$ cat src/rtl/risc_toy_fetch_queue.sv
// RISC_TOY instruction-fetch front end: fetch PC, one-deep in-flight tracker and a
// DEPTH-entry prefetch FIFO feeding decode over a valid/ready handshake.

module risc_toy_fetch_queue_chk #(
    parameter int LW    = 3,
    parameter int DEPTH = 4
) (
    input logic          clk,
    input logic          rst_n,
    input logic          push,
    input logic [LW-1:0] level
);
    // A write into a full FIFO means the issue credit rule has been broken.
    push_on_full_a: assert property (@(posedge clk) disable iff (!rst_n)
        !(push && (level == LW'(DEPTH))));
endmodule

module risc_toy_fetch_queue #(
    parameter int             AW       = 30,
    parameter int             DW       = 32,
    parameter int             DEPTH    = 4,
    parameter logic [AW-1:0]  RESET_PC = '0
) (
    input  logic                       CLK,
    input  logic                       RSTN,
    output logic                       IREQ,
    output logic [AW-1:0]              IADDR,
    input  logic [DW-1:0]              INSTR,
    input  logic                       hold_fetch,
    input  logic                       redir_valid,
    input  logic [AW-1:0]              redir_pc,
    output logic                       out_valid,
    output logic [DW-1:0]              out_instr,
    output logic [AW-1:0]              out_pc,
    input  logic                       out_ready,
    output logic [$clog2(DEPTH+1)-1:0] level
);
    localparam int LW = $clog2(DEPTH + 1);
    localparam int PW = $clog2(DEPTH);

    logic [AW-1:0] fetch_pc_r;
    logic          in_flight_r;
    logic [AW-1:0] in_flight_pc_r;
    logic [DW-1:0] fifo_instr_r [DEPTH];
    logic [AW-1:0] fifo_pc_r    [DEPTH];
    logic [PW-1:0] wr_ptr_r;
    logic [PW-1:0] rd_ptr_r;
    logic [LW-1:0] level_r;

    logic          pop_s;
    logic          push_s;
    logic          ireq_s;
    logic [LW:0]   credit_s;

    // Handshake, push qualification and issue credit; a same-cycle pop frees a slot.
    always_comb begin
        pop_s    = 1'b0;
        push_s   = 1'b0;
        credit_s = '0;
        ireq_s   = 1'b0;
        pop_s    = (level_r != '0) & out_ready;
        push_s   = in_flight_r & ~redir_valid;
        credit_s = {1'b0, level_r} + (LW+1)'(in_flight_r) - (LW+1)'(pop_s);
        ireq_s   = RSTN & ~redir_valid & ~hold_fetch & (credit_s < (LW+1)'(DEPTH));
    end

    // Fetch PC and in-flight tracker; a redirect kills the outstanding response.
    always_ff @(posedge CLK or negedge RSTN) begin
        if (!RSTN) begin
            fetch_pc_r     <= RESET_PC;
            in_flight_r    <= 1'b0;
            in_flight_pc_r <= '0;
        end else if (redir_valid) begin
            fetch_pc_r     <= redir_pc;
            in_flight_r    <= 1'b0;
            in_flight_pc_r <= in_flight_pc_r;
        end else begin
            fetch_pc_r     <= ireq_s ? fetch_pc_r + AW'(1) : fetch_pc_r;
            in_flight_r    <= ireq_s;
            in_flight_pc_r <= fetch_pc_r;
        end
    end

    // FIFO pointers and occupancy; redirect flush wins over push and pop.
    always_ff @(posedge CLK or negedge RSTN) begin
        if (!RSTN) begin
            wr_ptr_r <= '0;
            rd_ptr_r <= '0;
            level_r  <= '0;
        end else if (redir_valid) begin
            wr_ptr_r <= '0;
            rd_ptr_r <= '0;
            level_r  <= '0;
        end else begin
            wr_ptr_r <= push_s ? wr_ptr_r + PW'(1) : wr_ptr_r;
            rd_ptr_r <= pop_s  ? rd_ptr_r + PW'(1) : rd_ptr_r;
            level_r  <= level_r + LW'(push_s) - LW'(pop_s);
        end
    end

    // FIFO storage; cleared on reset so the head reads as zero until the first push.
    always_ff @(posedge CLK or negedge RSTN) begin
        if (!RSTN) begin
            for (int i = 0; i < DEPTH; i++) begin
                fifo_instr_r[i] <= '0;
                fifo_pc_r[i]    <= '0;
            end
        end else if (push_s) begin
            fifo_instr_r[wr_ptr_r] <= INSTR;
            fifo_pc_r[wr_ptr_r]    <= in_flight_pc_r;
        end
    end

    assign IREQ      = ireq_s;
    assign IADDR     = fetch_pc_r;
    assign out_valid = (level_r != '0);
    assign out_instr = fifo_instr_r[rd_ptr_r];
    assign out_pc    = fifo_pc_r[rd_ptr_r];
    assign level     = level_r;

    risc_toy_fetch_queue_chk #(
        .LW    (LW),
        .DEPTH (DEPTH)
    ) u_chk (
        .clk   (CLK),
        .rst_n (RSTN),
        .push  (push_s),
        .level (level_r)
    );
endmodule

$ cat config.mk
export PLATFORM = sky130hd
export DESIGN_NAME = risc_toy_fetch_queue
export DESIGN_NICKNAME = d
export VERILOG_FILES = /design/src/rtl/risc_toy_fetch_queue.sv
export SDC_FILE = /design/constraint.sdc
export NUM_CORES = 1
export LEC_CHECK = 0
export CAP_MARGIN = 0
export CORE_UTILIZATION = 40
export CTS_CLUSTER_DIAMETER = 60
export DETAILED_ROUTE_END_ITERATION = 10
export HOLD_SLACK_MARGIN = 0.03
export PLACE_DENSITY = 0.59
export SKIP_LAST_GASP = 1
export SLEW_MARGIN = 25
export SYNTH_ARGS = -nofsm -noshare
export SYNTH_HDL_FRONTEND = slang
export SYNTH_SLANG_ARGS = --single-unit
$ cat constraint.sdc
create_clock -name CLK -period 3.4 [get_ports CLK]
set_clock_uncertainty 0.2 [all_clocks]
set_input_delay 0.34 -clock CLK [delete_from_list [all_inputs] [get_ports CLK]]
set_output_delay 0.34 -clock CLK [all_outputs]
set_load 0.05 [all_outputs]
==> impl_metrics.tcl <==
set metrics [dict create \
    yosys_warnings 0 \
    fp.dieH_um 191 \
    placed_cells 1573 \
    gr-usage-all-layers 0.196 \
    avgSynthCellArea_um2 14.7 \
    async_flop_share 1.00 \
    h-tree-depth 2 \
    via_count 9039 \
    syn-num-nets 1050 \
    row_count 68 \
    post-place-ws_ps -17.7 \
    root_buffer "clkbuf_16" \
    dr.pass1.iters 7 \
    rsz0062_at_grt "yes" \
    relSlewSlack 0.413 \
    cp.required_ps 2860 \
    crit_buf_inv 2 \
    dp_hpwl_mm 22.2 \
    die_area_um2 36400 \
    rr_endpoint "IADDR[11]" \
    start_util 0.410 \
    vias_per_cell 5.49 \
    route.detailed.drc 0 \
    worstPathCellList "or3_4 > and2_4 > ha_4 > inv_2 > ha_4 > and3b_4 > o21a_1 > o31ai_4 > nor2_4 > buf_8" \
    setup_violations 0 \
    ir_drop_mv 0.500 \
    wl_mm 34.2 \
    cts_tree "done" \
    syn2layout_area_growth_pct 27.6 \
    worstSetupStartpointType "flop" \
    grt_pass1_wl_mm 55.2 \
    max_stage_delay_ps 390 \
    layout_common_cells "311 x dfrtp_1, 266 x mux2_2, 152 x clkdlybuf4s50_1" \
    worst-path-max-fanout 4 \
    cp.depth 10 \
    max-cap-violations 0 \
    finalNonFillerCells 1645 \
    clkTransAtPathRegs_ps 60 \
    wl_per_cell_um 20.8 \
    die-width_um 191 \
    cp.arrival_ps 2820 \
    fin_ws_ps 36.0 \
    leakagePower_nw 8.29 \
    finish.utilization 0.523 \
    power.total_w 0.0146 \
    grt_overflow 0 \
    reg2reg_slack_ps 60 \
    clock-sinks 316 \
    final_common_cell "dfrtp_1" \
    antenna_found_initial 0 \
    ios 164 \
    r2r_start "level[0]" \
    n_antenna_cell 0 \
    finalHoldViolations 0 \
    period_needed_ps 3360 \
    cp-end-kind "output pin" \
    worst_slew_pin_slew_ps 880 \
    io_buffer_count 163 \
    synth_seq_cells 316 \
    cpMaxStageDelayCell "dfrtp_2" \
    first_iter_violations 429 \
    synth_ff_type "dfrtp_1" \
    fin_crit_sh 0.989 \
    worst_path_dominant_cell_family "simple AND/OR/NAND/NOR gates" \
    fmax_mhz 297 \
    crit_path_frequent_cell "ha_4" \
    drive_gt1_frac 0.394 \
    syn_inst 972 \
    seq_area_frac_synth 0.554 \
    clock_path_buffers 3 \
    grt_pass1_vias 9569 \
    fin_tns_setup_ps 0 \
    fin_nets 1241 \
    path_class "flop to output pin" \
    p_per_area_nw_per_um2 804 \
    drt.antenna.violating_nets 0 \
    synth_edf_count 0 \
    status "finished, final reports clean" \
    cts-buffers-inserted 38 \
    grt_max_degree 170 \
    hold_path.class "input pin to async pin" \
    gp_congestion 0.828 \
    synth_cell_types 61 \
    clk_latency_ps 530 \
    r2r_cells 13 \
    drv_slew 0 \
    core_area_um2 34800 \
    synth_area_um2 14300 \
]
## layout make-up
cell class                      instances  area [um^2]
Inverter                               15         56.3
Tap cell                              455          569
Fill cell                            2897        16600
Clock buffer                           49         1050
Timing Repair Buffer                  207         2150
Clock inverter                         18          263
Sequential cell                       316         7920
Multi-Input combinational cell        585         6190
## per-stage QoR
| step | area [um^2] | hold slack [ps] |
|---|---|---|
| final | 18200 | 131 |
| after global routing | 18200 | 148 |
| after CTS | 18200 | 127 |
| after detailed placement | 16800 | 52.4 |
| after global placement | 16800 | 49.1 |
| after floorplan | 14300 | -156 |
## worst register-to-register path: cells and delay by family (launching register included)
kind / cells / cell delay, ps
adders and majority gates: 2 / 330
buffers and inverters: 4 / 480
AOI/OAI and AO/OA: 3 / 530
and+or+nand+nor: 4 / 1290
DFF: 1 / 390
## cells in the mapped netlist (all sizes together), types with 11 or more instances
master	count	share of area
buf	16	0.0061
clkbuf	40	0.011
dfrtp	316	0.55
inv	15	0.0039
mux2	267	0.21
mux4	62	0.098
nand2	48	0.013
nand3	17	0.0060
nand4	11	0.0048
nor2	28	0.0074
## cells by family after synthesis
family                     count (synthesis)  synth area share
AOI/OAI and AO/OA                         59            0.0308
and+or+nand+nor                          172            0.0664
adders and majority gates                 11            0.0102
DFF                                      316             0.554
buffers and inverters                     71            0.0206
muxes                                    334             0.312
xor gates and xnor gates                   9           0.00553
## metal layers
layer  track usage  share of wire  routed length, um  vias to the layer above
met4        0.0486          0.017                586                        0
li1              -              -                  -                     4009
met3        0.0390          0.057               1940                       50
met1         0.284           0.47              16000                     4725
met2         0.302           0.46              15700                      255
met5             0              0                  0                        -
## where the power goes
| group | internal [W] | switching [W] | total, W |
|---|---|---|---|
| Combinational | 0.00235 | 0.00316 | 0.00551 |
| Clock | 0.00265 | 0.00159 | 0.00425 |
| Sequential | 0.00438 | 0.000493 | 0.00488 |
| Total | 0.00939 | 0.00525 | 0.0146 |
## flip-flops by register name, indices dropped and copies added (netlist names)
| signal | count |
|---|---|
| fifo_instr_r | 128 |
| fifo_pc_r | 120 |
| IADDR | 30 |
| in_flight_pc_r | 30 |
| level | 3 |
| rd_ptr_r | 2 |
| wr_ptr_r | 2 |
| in_flight_r | 1 |
## what timing repair did
action,4_1_cts,5_1_grt
endpoints found under the hold margin,149,0
pin swaps,5,7
setup buffers,3,2
gates resized for setup,6,10
hold buffers,2,0
setup endpoints to repair,1,21
## how the worst max path moves through the flow
stage / start / endpoint / slack [ps]
after floorplan: level[0] / IADDR[11] / 6
after global placement: out_ready / IADDR[18] / -2
after detailed placement: out_ready / IADDR[14] / -20
after CTS: level[2] / IREQ / -90
after global routing: level[1] / IREQ / -90
final: level[0] / IREQ / 40
No activity file was read; power rests on OpenSTA's default activity.
